==> src/rtl/usb_reg_responder_pkg.sv <==
// Shared field widths, block IDs and access-type encoding for the CW305 USB register bus.
package usb_reg_responder_pkg;

    localparam int ADDR_WIDTH   = 21;
    localparam int BYTECNT_SIZE = 7;
    localparam int REG_BITS     = 5;
    localparam int BLOCK_BITS   = 3;

    localparam logic [BLOCK_BITS-1:0] MAIN_REG_SELECT  = 3'd0;
    localparam logic [BLOCK_BITS-1:0] TRACE_REG_SELECT = 3'd1;

    typedef enum logic [1:0] {
        ACC_NONE  = 2'b00,
        ACC_READ  = 2'b01,
        ACC_WRITE = 2'b10,
        ACC_ERR   = 2'b11
    } access_e;

    // Both strobes low at once is a host protocol violation, not a read or a write.
    function automatic access_e decode_access(input logic rdn, input logic wrn);
        access_e acc;
        case ({rdn, wrn})
            2'b01:   acc = ACC_READ;
            2'b10:   acc = ACC_WRITE;
            2'b00:   acc = ACC_ERR;
            default: acc = ACC_NONE;
        endcase
        return acc;
    endfunction

endpackage

==> src/rtl/usb_reg_responder_if.sv <==
// Pad-side view of the CW305 parallel USB bus (address, data, strobes, output enable).
interface usb_reg_responder_if
    import usb_reg_responder_pkg::*;
#(
    parameter int pADDR_WIDTH = ADDR_WIDTH
) ();

    logic [pADDR_WIDTH-1:0] usb_addr;
    logic [7:0]             usb_din;
    logic [7:0]             usb_dout;
    logic                   usb_doe;
    logic                   usb_rdn;
    logic                   usb_wrn;
    logic                   usb_cen;

    modport master (
        output usb_addr, usb_din, usb_rdn, usb_wrn, usb_cen,
        input  usb_dout, usb_doe
    );

    modport slave (
        input  usb_addr, usb_din, usb_rdn, usb_wrn, usb_cen,
        output usb_dout, usb_doe
    );

endinterface

==> src/rtl/usb_reg_responder.sv <==
// Target-side responder: decodes the USB register bus into one-cycle strobes for the
// register blocks and returns the selected block's read byte with zero-cycle latency.
module usb_reg_responder
    import usb_reg_responder_pkg::*;
#(
    parameter int pADDR_WIDTH   = ADDR_WIDTH,
    parameter int pBYTECNT_SIZE = BYTECNT_SIZE,
    parameter int pREG_BITS     = REG_BITS,
    parameter int pBLOCK_BITS   = BLOCK_BITS
) (
    input  logic                         usb_clk,
    input  logic                         resetn,
    usb_reg_responder_if.slave           usb,
    output logic [pBLOCK_BITS-1:0]       reg_block,
    output logic [pREG_BITS-1:0]         reg_address,
    output logic [pBYTECNT_SIZE-1:0]     reg_bytecnt,
    output logic [7:0]                   reg_datao,
    output logic                         reg_write,
    output logic                         reg_read,
    input  logic [8*2**pBLOCK_BITS-1:0]  reg_datai_flat,
    output logic                         bus_err
);

    localparam int NUM_BLOCKS = 2**pBLOCK_BITS;
    localparam int FIELD_BITS = pBYTECNT_SIZE + pREG_BITS + pBLOCK_BITS;

    logic                     cen_q,     cen_d;
    logic                     armed_q,   armed_d;
    logic [pBLOCK_BITS-1:0]   block_q,   block_d;
    logic [pREG_BITS-1:0]     address_q, address_d;
    logic [pBYTECNT_SIZE-1:0] bytecnt_q, bytecnt_d;
    logic [7:0]               datao_q,   datao_d;
    logic                     write_q,   write_d;
    logic                     read_q,    read_d;
    logic [7:0]               dout_q,    dout_d;
    logic                     doe_q,     doe_d;
    logic                     bus_err_q, bus_err_d;

    access_e access;
    logic    acc_start;
    logic    addr_unused;

    logic [7:0] blk_data [NUM_BLOCKS];

    for (genvar g = 0; g < NUM_BLOCKS; g++) begin : g_blk_slice
        assign blk_data[g] = reg_datai_flat[8*g +: 8];
    end

    assign addr_unused = ^usb.usb_addr[pADDR_WIDTH-1:FIELD_BITS];

    assign access = decode_access(usb.usb_rdn, usb.usb_wrn);
    // armed_q blocks a start until cen has been seen high after reset, so a host
    // still holding cen low across reset release never triggers a spurious access.
    assign acc_start = !usb.usb_cen && cen_q && armed_q;

    // NOTE: every always_comb output gets a default first so no latch is inferred.
    always_comb begin
        cen_d     = usb.usb_cen;
        armed_d   = armed_q | usb.usb_cen;
        block_d   = usb.usb_addr[pBYTECNT_SIZE+pREG_BITS +: pBLOCK_BITS];
        address_d = usb.usb_addr[pBYTECNT_SIZE +: pREG_BITS];
        bytecnt_d = usb.usb_addr[pBYTECNT_SIZE-1:0];
        datao_d   = datao_q;
        dout_d    = dout_q;
        write_d   = 1'b0;
        read_d    = 1'b0;
        doe_d     = (access == ACC_READ);
        bus_err_d = bus_err_q;

        if (acc_start) begin
            case (access)
                ACC_WRITE: begin
                    datao_d = usb.usb_din;
                    write_d = 1'b1;
                end
                ACC_READ: begin
                    // Address fields were registered at least one edge earlier, so the
                    // block's combinational read data is already settled here.
                    dout_d = blk_data[block_q];
                    read_d = 1'b1;
                end
                ACC_ERR:  bus_err_d = 1'b1;
                default:  ;
            endcase
        end
    end

    // NOTE: sequential state uses non-blocking assignments only.
    always_ff @(posedge usb_clk or negedge resetn) begin
        if (!resetn) begin
            cen_q     <= 1'b1;
            armed_q   <= 1'b0;
            block_q   <= '0;
            address_q <= '0;
            bytecnt_q <= '0;
            datao_q   <= '0;
            write_q   <= 1'b0;
            read_q    <= 1'b0;
            dout_q    <= '0;
            doe_q     <= 1'b0;
            bus_err_q <= 1'b0;
        end else begin
            cen_q     <= cen_d;
            armed_q   <= armed_d;
            block_q   <= block_d;
            address_q <= address_d;
            bytecnt_q <= bytecnt_d;
            datao_q   <= datao_d;
            write_q   <= write_d;
            read_q    <= read_d;
            dout_q    <= dout_d;
            doe_q     <= doe_d;
            bus_err_q <= bus_err_d;
        end
    end

    assign reg_block    = block_q;
    assign reg_address  = address_q;
    assign reg_bytecnt  = bytecnt_q;
    assign reg_datao    = datao_q;
    assign reg_write    = write_q;
    assign reg_read     = read_q;
    assign bus_err      = bus_err_q;
    assign usb.usb_dout = dout_q;
    assign usb.usb_doe  = doe_q;

endmodule

==> src/flat_wrapper.sv <==
// flat-port wrapper written by rule: the top's interface ports become plain ports
module usb_reg_responder_flat import usb_reg_responder_pkg::*;
#(
    parameter int pADDR_WIDTH   = ADDR_WIDTH,
    parameter int pBYTECNT_SIZE = BYTECNT_SIZE,
    parameter int pREG_BITS     = REG_BITS,
    parameter int pBLOCK_BITS   = BLOCK_BITS
)
  (usb_clk, resetn, reg_block, reg_address, reg_bytecnt, reg_datao, reg_write, reg_read, reg_datai_flat, bus_err, usb_usb_addr, usb_usb_din, usb_usb_rdn, usb_usb_wrn, usb_usb_cen, usb_usb_dout, usb_usb_doe);
  usb_reg_responder_if #(.pADDR_WIDTH(pADDR_WIDTH)) usb_i ();
  input  logic usb_clk;
  input  logic resetn;
  output logic [pBLOCK_BITS-1:0] reg_block;
  output logic [pREG_BITS-1:0] reg_address;
  output logic [pBYTECNT_SIZE-1:0] reg_bytecnt;
  output logic [7:0] reg_datao;
  output logic reg_write;
  output logic reg_read;
  input  logic [8*2**pBLOCK_BITS-1:0] reg_datai_flat;
  output logic bus_err;
  input wire logic [$bits(usb_i.usb_addr)-1:0] usb_usb_addr;
  input wire logic [$bits(usb_i.usb_din)-1:0] usb_usb_din;
  input wire logic [$bits(usb_i.usb_rdn)-1:0] usb_usb_rdn;
  input wire logic [$bits(usb_i.usb_wrn)-1:0] usb_usb_wrn;
  input wire logic [$bits(usb_i.usb_cen)-1:0] usb_usb_cen;
  output wire logic [$bits(usb_i.usb_dout)-1:0] usb_usb_dout;
  output wire logic [$bits(usb_i.usb_doe)-1:0] usb_usb_doe;
  assign usb_i.usb_addr = usb_usb_addr;
  assign usb_i.usb_din = usb_usb_din;
  assign usb_i.usb_rdn = usb_usb_rdn;
  assign usb_i.usb_wrn = usb_usb_wrn;
  assign usb_i.usb_cen = usb_usb_cen;
  assign usb_usb_dout = usb_i.usb_dout;
  assign usb_usb_doe = usb_i.usb_doe;
  usb_reg_responder #(.pADDR_WIDTH(pADDR_WIDTH), .pBYTECNT_SIZE(pBYTECNT_SIZE), .pREG_BITS(pREG_BITS), .pBLOCK_BITS(pBLOCK_BITS)) u_core (.usb_clk(usb_clk), .resetn(resetn), .usb(usb_i), .reg_block(reg_block), .reg_address(reg_address), .reg_bytecnt(reg_bytecnt), .reg_datao(reg_datao), .reg_write(reg_write), .reg_read(reg_read), .reg_datai_flat(reg_datai_flat), .bus_err(bus_err));
endmodule
==> config.mk <==
export PLATFORM = sky130hd
export DESIGN_NAME = usb_reg_responder_flat
export DESIGN_NICKNAME = d
export VERILOG_FILES = /design/src/rtl/usb_reg_responder_pkg.sv /design/src/rtl/usb_reg_responder_if.sv /design/src/rtl/usb_reg_responder.sv /design/src/flat_wrapper.sv
export SDC_FILE = /design/constraint.sdc
export NUM_CORES = 1
export LEC_CHECK = 0
export CAP_MARGIN = 40
export CORE_MARGIN = 2
export CORE_UTILIZATION = 25
export DETAILED_ROUTE_END_ITERATION = 8
export GPL_ROUTABILITY_DRIVEN = 0
export PLACE_DENSITY = 0.67
export SETUP_SLACK_MARGIN = 0.15
export SLEW_MARGIN = 0
export SYNTH_ARGS = -nofsm -noshare
export SYNTH_HDL_FRONTEND = slang
export SYNTH_SLANG_ARGS = --single-unit
export TNS_END_PERCENT = 100
==> constraint.sdc <==
create_clock -name usb_clk -period 2.1 [get_ports usb_clk]
set_input_delay 0.42 -clock usb_clk [delete_from_list [all_inputs] [get_ports usb_clk]]
set_output_delay 0.42 -clock usb_clk [all_outputs]
set_load 0.02 [all_outputs]
[Word-level counts from Yosys, hierarchy flattened]
Cells that the tools add are included.
Widths: inputs -> output; s select.
Storage, ports and cells
  flip-flop bits (word level): 37
  input port bits: 98
  output and inout port bits: 35
  logic and storage cells: 34
Cells by class
  $lt $le $gt $ge: 1
  eq/ne operators: 5
  muxes and demuxes: 8
  bitwise operators: 2
  reductions and logical operators: 7
Operators with widths (count)
  $bmux 8 s3: 1
  $mux 8: 2
  $eq 2x2->1 const B: 3
  $pmux 2 s3: 1
  $reduce_and 2->1: 3
  $eq 2x1->1 const B: 2
  $ge 4x4->1 const B: 1
  $mux 1: 4
  $not 3->4: 1
  $logic_and 1x1->1: 2
  $logic_not 2->1: 1
  $logic_not 1->1: 1
  $or 1x1->1: 1

[Longest topological paths before layout]
  depth in word-level cells: 5
  mapped depth: 5
  gate-level depth less buffers: 3

[Worst setup path after synthesis]
Ideal clock, no wire load.
  path kind: register -> register
  from: reg u_core.cen_q
  to: reg u_core.datao_q[0], in the netlist u_core.reg_datao[0]
  setup time: 0.125 ns
  arrival time: 1.384 ns
  data required time: 1.975 ns
  setup slack: 0.591 ns
  stages on the path, launching flop included: 5
  path buffers: 1
  clock period less this slack: 1.509 ns
  path through: dfstp_2 nand3b_1 or3b_1 buf_6 mux2_4
On the way
  cells in the longest elaborated chain, start to end: 3
RTL lines
  from (decl): RTL line usb_reg_responder.sv:27  | logic cen_q, cen_d;
  from (signal assigned): RTL line usb_reg_responder.sv:103  | cen_q <= cen_d;
  $logic_and 1x1->1 (2 in series): RTL line usb_reg_responder.sv:54  | assign acc_start = !usb.usb_cen && cen_q && armed_q;
  $reduce_and 2->1 (no source line)
  to (signal assigned): RTL line usb_reg_responder.sv:108  | datao_q <= datao_d;
  to (decl): RTL line usb_reg_responder.sv:32  | logic [7:0] datao_q, datao_d;
Every way passes these cells.
A chain may end at the register's enable or synchronous reset.

[Worst setup path after layout]
  from: reg u_core.block_q[2], in the netlist u_core.reg_block[2]
  to: out reg_block[2]
RTL lines
  from (decl): RTL line usb_reg_responder.sv:29  | logic [pBLOCK_BITS-1:0] block_q, block_d;
  from (signal assigned): RTL line usb_reg_responder.sv:105  | block_q <= block_d;
  to (decl): RTL line flat_wrapper.sv:13  | output logic [pBLOCK_BITS-1:0] reg_block;
No word-level cell between the ends.

==> key figures <==
Status
  – Status: finished, final reports clean

Final layout
  – Layout cells sized above 1: roughly 18%
  – Fin nets: 360
  – Area Overhead vs Synth: 82.2%
  – Most frequent cells in the layout: clkdlybuf4s50_1 (125), dfrtp_1 (36), mux2_2 (16), mux2i_1 (16)
  – Fin util: between 40% and 50%
  – Ant. Diodes: 0
  – Most common cell after layout, fill and taps aside: clkdlybuf4s50_1

CTS
  – Worst-path clk slew: approximately 0.070 ns
  – CTS max path bufs: 2
  – Postcts setup bufs: 0
  – Clk Tree Root Cell: clkbuf_8
  – Post-CTS sizing: 0
  – Clock sinks: 37
  – TritonCTS clock tree: built
  – Hold Buf Count CTS: 0
  – Num CTS Buffers: 5
  – CTS H-tree depth: 2
  – Clock latency at the later pin of the worst-skew pair: 0.28 ns

Worst setup path
  – Critical path depth in cells: 1
  – Critical path startpoint category: flip-flop
  – Nature of the critical path endpoint: output port
  – Crit path from: u_core.reg_block[2]
  – CP max stage cell: clkdlybuf4s50_1
  – Largest delay contributor family on the critical path: buffers and inverters
  – Critical path class: flip-flop to output port
  – Max incr delay on CP: roughly 0.64 ns
  – CP Cell Sequence: clkdlybuf4s50_1
  – Crit Reg-Reg Startpoint: u_core.cen_q
  – Worst reg-to-reg setup slack: 0.50 ns
  – Crit path buffers/inverters: 1
  – CP endpoint: reg_block[2]
  – CP required: between 1.5 and 2 ns
  – Crit path max fanout: 5
  – RR Endpoint: u_core.reg_datao[4]
  – Arr. time, crit path: between 1 and 1.5 ns
  – Reg2Reg Depth: 4

Logic synthesis
  – EDFF count, synth: 0
  – Mean Syn Cell Area: about 13 sq um
  – Syn Nets: 231
  – Top_reg_cell synth: dfrtp_1
  – #FFs+latches synth: 37
  – Netlist Area Pre-Place: around 0.0018 sq mm
  – Asr flop ratio synth: 100%
  – Cells taking the most area after synthesis: dfrtp_1 (50%), mux2_2 (10%), mux2i_1 (9.0%)
  – Post-synth cell types: 23
  – Synth Instances: roughly 130
  – Synth area leader: dfrtp_1
  – YS warnings: 0
  – Top-area cell type share of the netlist area: between 50% and 60%
  – Sequential cell area fraction in the yosys report: around 52%

Timing
  – Minimum clock period: between 1.5 and 2 ns
  – Setup TNS: 0 ns
  – Final hold viol count: 0
  – Worst slew margin: around two thirds
  – Fin Clk Skew: 0.00411 ns
  – Final Cycle Share: a little over four fifths
  – Worst hold slack: 0.0507 ns
  – Least-Margin Pin Slew: 0.520 ns
  – Unrepaired setup endpoints after global routing: no
  – F_max: 0.567 GHz
  – Crit path setup slack, layout: 0.335 ns
  – # setup viols final: 0
  – Final Max Slew Viols: 0

Route
  – Wire per inst: 14.4 microns
  – Vias: between 1500 and 2000
  – M1 wire length: between 2000 and 2500 microns
  – Via density: about 4.3
  – DRT Pass-1 Iters: 4
  – Iteration-0 DRC Markers: 28
  – Top Metal Used: met4
  – # DRC: 0
  – Post-Route WL: between 5000 and 6000 microns
  – Routed Antenna Nets: 0
  – Met3 wire length: 350 microns
  – Met2 routed WL: approximately 2700 microns

Power and ir drop
  – Design Power: between 2000 and 2500 uW
  – Combinational power share: about a third
  – Clock share of power: ~25%
  – P per Cell Area: about 640 mW/mm^2
  – Leak Pwr: ~0.0014 uW
  – Sw power: roughly 570 uW
  – Switching Share: 27.7%
  – Pint: roughly 1500 uW
  – Register share of total power: about two fifths
  – VDD IR max: between 0.2 and 0.25 mV

Floorplanning
  – Die W: ~90 microns
  – Ports: roughly 130
  – Initial core utilization: roughly a quarter
  – Core area: approximately 0.0069 sq mm
  – DIE AREA: 0.00783 sq mm
  – # rows: 30
  – Die height: just under 90 microns

GRT
  – Vias in the first global route: 1626
  – Largest net degree at the start of global routing: 33
  – First-pass GRT wire length: around 8000 microns
  – Antenna violations before repair: 0
  – Total track usage: a little over an eighth
  – GRT overflow: 0

Placement
  – Buffers on Ports: between 100 and 150
  – DP Worst Slack: about 0.057 ns
  – Dpl hpwl: 4290 microns

Run
  – MaxCap Viol Count: 0

Min path
  – Worst Hold Class: input pin to async pin
==> layout make-up <==
class / instances / area [sq um]
Inverter: 4 / 15.0
Tap cell: 96 / 120
Clock buffer: 6 / 82.6
Clock inverter: 2 / 13.8
Fill cell: 664 / 3620
Multi-Input combinational cell: 82 / 778
Timing Repair Buffer: 132 / 1310
Sequential cell: 37 / 927
==> metal layers <==
metal	vias to the layer above	GRT usage (%)
li1	747	-
met1	743	15.9
met2	60	23.4
met3	6	3.82
met4	0	4.13
met5	-	0
==> stage by stage <==
| step | cells | area [sq um] |
|---|---|---|
| 4_1_cts | 359 | 3250 |
| 3_5_place_dp | 351 | 3150 |
| 3_3_place_gp | 351 | 3150 |
| 6_report | 359 | 3250 |
| 5_1_grt | 359 | 3250 |
| 2_1_floorplan | 133 | 1780 |
==> flip-flops by register name (all words and copies together) (netlist names) <==
register,count
u_core.reg_read,1
u_core.bus_err,1
u_core.reg_datao,8
u_core.usb.usb_dout,8
u_core.reg_address,5
u_core.reg_bytecnt,7
u_core.reg_block,3
u_core.armed_q,1
u_core.cen_q,1
u_core.reg_write,1
u_core.usb.usb_doe,1
==> worst min path at each step <==
stage / endpoint / depth (start not counted)
6_report: u_core.reg_address[3] / 1
2_1_floorplan: u_core.armed_q / 0
4_1_cts: u_core.reg_address[3] / 1
3_5_place_dp: u_core.reg_address[3] / 1
5_1_grt: u_core.reg_address[3] / 1
3_3_place_gp: u_core.reg_address[3] / 1
==> cell usage after synthesis (2+ instances only) <==
| library cell | n |
|---|---|
| a22o_1 | 8 |
| buf_1 | 2 |
| buf_2 | 3 |
| buf_4 | 4 |
| dfrtp_1 | 36 |
| inv_1 | 4 |
| mux2_2 | 16 |
| mux2_4 | 8 |
| mux2i_1 | 16 |
| nand2b_1 | 2 |
| o21ai_0 | 8 |
| o22ai_1 | 8 |
| o31ai_1 | 2 |
| o31ai_2 | 7 |
==> cell families after synthesis <==
kind of cell           after synthesis  synth area share (%)
AOI/OAI and AO/OA                   33                  14.7
muxes                               40                  25.8
and+or+nand+nor                      9                  3.09
DFF                                 37                  52.0
buffers and inverters               14                  4.42
==> power groups by stage <==
stage | Sequential (uW) | Clock (uW) | Combinational, uW
5_1_grt | 856 | 574 | 751
3_5_place_dp | 860 | 0 | 713
6_report | 847 | 512 | 705
4_1_cts | 848 | 537 | 716
3_3_place_gp | 856 | 0 | 706
2_1_floorplan | 965 | 0 | 199
(Power assumes the default switching activity.)
==> patch 1, RTL diff (same settings) <==
Set the package constant `REG_BITS` to 4 (it was 5).
--- a/src/rtl/usb_reg_responder_pkg.sv
+++ b/src/rtl/usb_reg_responder_pkg.sv
@@ -5,3 +5,3 @@
     localparam int BYTECNT_SIZE = 7;
-    localparam int REG_BITS     = 5;
+    localparam int REG_BITS     = 4;
     localparam int BLOCK_BITS   = 3;
Interface: changed (resized reg_address); port bits go from 133 to 132. The function was not compared with the original's and may differ.
==> patch 1 against the original RTL <==
Final cell count is 0.84% lower. Count of clock-buffer cells in the layout is 1 higher. Area after synthesis is 1.4% lower. Total power is 4.1% lower. Core utilization is 0.36 points lower. Routed wire length is 4.0% lower. Critical path type unchanged. Sequential power is 2.8% lower. Maximum frequency is 0.87% lower. Clock power is 10% lower. Design area is 1.8% lower. Via count is 0.51% lower. Sequential cell count is 1 lower. Setup slack worse by 15 ps. Die area is 1.3% lower.
==> patch 1: results (changes against the original RTL) <==
* Worst Reg-to-Reg Cells at 4 (unchanged)
* Crit-path max cell delay at 650 ps
* Max_cap viols at 0 (unchanged)
* Gate Count Post-Synth at 132 (-0.75%)
* Clock slew at reported path FFs at 70 ps (about the same)
* Global Route met2 Usage at 22.7% (-0.72 points)
* CTS root buf: clkbuf_8
* Top layer in use: met4
* Hold WC Path Type: in -> async
* Flop2flop setup slack at 510 ps
* Reg-to-reg startpoint: u_core.cen_q
* Met3 routed WL at 379 um (+8.3%)
* CTS buffer count at 5 (unchanged)
* Met1 Usage GRT at 14.5% (-1.4 points)
* Skew final at 9.04 ps (+4.93 ps)
* Post-synth ARST share at 100% (unchanged)
* Distinct cell type count after synthesis at 23 (unchanged)
* Met3 usage at 3.68% (-0.15 points)
* DP HPWL at 4060 um (-5.4%)
* Dpl cells at 348 (-0.85%)
* Dominant cells by area after synthesis: dfrtp_1 (50%), mux2_2 (10%), mux2i_1 (9.1%)
* Ys Warns at 0 (unchanged)
* Total GRT Usage at 12.7% (-0.70 points)
* CP arrival at 1360 ps (+20 ps)
* Highest-delay cell along the critical path: clkdlybuf4s50_1
* First drt pass iteration count at 3 (-1)
* Syn nets at 230 (-0.43%)
* Worst reg2reg path endpoint: u_core.reg_datao[6]
* DRT met1 WL at 1920 um (-8.5%)
* Detailed Route Iter0 Violations at 19 (-32%)
* Most frequent cells after synthesis: dfrtp_1 (35), mux2_2 (16), mux2i_1 (16)
* Post-CTS Setup Inserts at 0 (unchanged)
* Layout cells sized above 1 at 17.7% (-0.56 points)
* Pin count of the biggest net entering global routing at 33 (unchanged)
* Comb pwr share at 35.2% (+1.0 points)
* NetSw at 0.000545 W (-4.7%)
* Post-CTS resize count at 0 (unchanged)
* First-pass GRT wire length at 7510 um (-5.7%)
* Outcome: completed
* Antenna violations before repair at 0 (unchanged)
* Critical Path Sink: reg_block[2]
* Number of global-route vias before repair at 1,567 (-3.6%)
* Tightest Pin Transition at 515 ps (-4.79 ps)
* IO Port Bufs at 124 (-1.6%)
* # diodes at 0 (unchanged)
* Clk_lat worst skew at 280 ps (about the same)
* Cell Area, Placed at 3110 um2 (-1.4%)
* Met2 WL at 2640 um (-0.94%)
* Routed wire length at 4970 um (-4.0%)
* Pleak at 1.35 nW (-2.1%)
* # DRC at 0 (unchanged)
* Logic power comb at 0.000697 W (-1%)
* Vias at 1,548 (-0.51%)
* Power of the clock network at 0.000460 W (-10%)
* Finished Layout Cells at 356 (-0.84%)
* Worst ir drop on vdd at 0.000193 V (-23%)
* Seq/Total Area, Yosys at 51.3% (-0.68 points)
patch 1: cell types whose count changed in the layout (fill, tap and decap cells not counted):
| cell | change |
|---|---|
| dfrtp_1 | -1 |
| clkinv_4 | -1 |
| clkbuf_8 | -1 |
| clkdlybuf4s50_1 | -2 |
| clkbuf_1 | +2 |
patch 1: logic make-up after synthesis:
family                 after synthesis  synth area share, %
multiplexers                        40                 26.2
buffers and inverters               14                 4.48
flip-flops                          36                 51.3
AND/OR/NAND/NOR                      9                 3.13
AO/OA/AOI/OAI                       33                 14.9
patch 1: final cells by class:
class | count | area, um2
Clock buffer | 7 | 76.3
Clock inverter | 1 | 5.00
Fill cell | 656 | 3600
Inverter | 4 | 15.0
Multi-Input combinational cell | 82 | 778
Sequential cell | 36 | 902
Tap cell | 96 | 120
Timing Repair Buffer | 130 | 1290
patch 1: through the flow:
step	setup slack, ps	hold WS [ps]
6_report	320	91.6
5_1_grt	246	124
4_1_cts	276	102
3_5_place_dp	57.4	412
3_3_place_gp	71.3	417
2_1_floorplan	591	124
==> patch 2, RTL diff (same flow settings) <==
Without the edit above. Register the output `reg_datao` once more, cleared by the reset; this adds one clock of latency there. The other outputs are not delayed to match.
--- a/src/rtl/usb_reg_responder.sv
+++ b/src/rtl/usb_reg_responder.sv
@@ -119,3 +119,9 @@
     assign reg_bytecnt  = bytecnt_q;
-    assign reg_datao    = datao_q;
+    always_ff @(posedge usb_clk or negedge resetn) begin
+        if (!resetn) begin
+            reg_datao <= '0;
+        end else begin
+            reg_datao <= datao_q;
+        end
+    end
     assign reg_write    = write_q;
Check against the original RTL: not equivalent (Yosys sat finds a counterexample within 4 cycles, from zero or initial values and one cycle with resetn low).
==> patch 2 against the original RTL <==
Sequential cell count increased by 8. Design area rose by 7.0%. Area after synthesis grew 11%. Core utilization down 2.3 points. Count of clock-buffer cells in the layout is 1 lower. Routed wire length increased by 1.4%. Setup slack worse by 8.6 ps. Total power up 22%.
==> patch 2: results (changes against the original RTL) <==
* Syn nets at 239 (+3.5%)
* Worst path top cell family by delay: buffers and inverters
* CTS root buf: clkbuf_8
* Total GRT Usage at 11.9% (-1.4 points)
* Reg-to-reg startpoint: u_core.reg_block[0]
* Outcome: completed
* Vias/cell at 4.30 (-0.77%)
* Mean area per synthesized cell at 14.1 um2 (+4.9%)
* CP max FO at 5 (unchanged)
* Most common flop cell mapped by yosys: dfrtp_1
* Antenna violations before repair at 0 (unchanged)
* First drt pass iteration count at 4 (unchanged)
* Post-CTS resize count at 0 (unchanged)
* Worst slack, placed at 57.2 ps (-0.190 ps)
* Number of global-route vias before repair at 1,682 (+3.4%)
* Worst reg2reg path endpoint: u_core.usb.usb_dout[4]
* Cell Area, Placed at 3340 um2 (+6.0%)
* Routed wire length at 5250 um (+1.4%)
* Max_slew headroom at 62.3% (-3.0 points)
* Detailed Route Iter0 Violations at 33 (+18%)
* Worst ir drop on vdd at 0.000272 V (+9.2%)
* Worst Reg-to-Reg Cells at 4 (unchanged)
* Seq/Total Area, Yosys at 56.8% (+4.8 points)
* Pleak at 1.48 nW (+7.6%)
* Most frequent cells after synthesis: dfrtp_1 (44), mux2_2 (16), mux2i_1 (16)
* Clk_lat worst skew at 290 ps
* Clock buffer depth at 2 (unchanged)
* Hold WC Path Type: in -> async
* IO Port Bufs at 126 (unchanged)
* Pin count of the biggest net entering global routing at 46 (+39%)
* Dpl cells at 364 (+3.7%)
* DP HPWL at 4260 um (-0.66%)
* Final Cycle Share at 84.4% (+0.41 points)
* Distinct cell type count after synthesis at 23 (unchanged)
* Grt ovf at 0 (unchanged)
* Worst setup path startpoint: u_core.reg_block[2]
* CP arrival at 1350 ps
* H-tree Lvls at 2 (unchanged)
* Highest-delay cell along the critical path: clkdlybuf4s50_1
* CTS buffer count at 5 (unchanged)
* Post-synth ARST share at 100% (unchanged)
* Dominant cells by area after synthesis: dfrtp_1 (55%), mux2_2 (9.1%), mux2i_1 (8.1%)
* Hold WS at 194 ps (+143 ps)
* Skew final at 2.57 ps (-1.54 ps)
* Nets at 367 (+1.9%)
* Flop2flop setup slack at 490 ps
* Critical Path Sink: reg_block[2]
* First-pass GRT wire length at 8110 um (+1.8%)
* Finished Layout Cells at 372 (+3.6%)
* Layout cells sized above 1 at 17.4% (-0.84 points)
* Crit-path max cell delay at 650 ps
* Post-CTS Setup Inserts at 0 (unchanged)
* # diodes at 0 (unchanged)
* Ys Warns at 0 (unchanged)
* Clock slew at reported path FFs at 80 ps
[patch 2: changes by cell type after synthesis]
cell | unedited run | this run
dfrtp_1 | 36 | 44
[patch 2: cells by family after synthesis]
family	Yosys count	synth area share [%]
flops	45	56.8
buf+inv	14	3.97
compound gates	33	13.2
mux	40	23.2
simple gates	9	2.77
[patch 2: final cells by class]
class,instances,area (um2)
fill,719,4250
timing repair buffer,131,1290
sequential,45,1130
multi-input combinational,82,778
tap,102,128
clock buffer,5,68.8
clock inverter,3,68.8
inverter,4,15.0
[patch 2: layer usage]
layer,wire length (um),GRT usage [%],part of all wire (%)
met1,2220,14.5,42
met2,2600,20.7,50
met4,19,3.68,0.36
met3,406,3.22,7.7
met5,0,0,0
[patch 2: report_power, final]
group | internal [W] | total, W | switching (W)
sequential | 0.000989 | 0.00104 | 0.0000514
clock | 0.000479 | 0.000765 | 0.000286
combinational | 0.000422 | 0.000704 | 0.000283
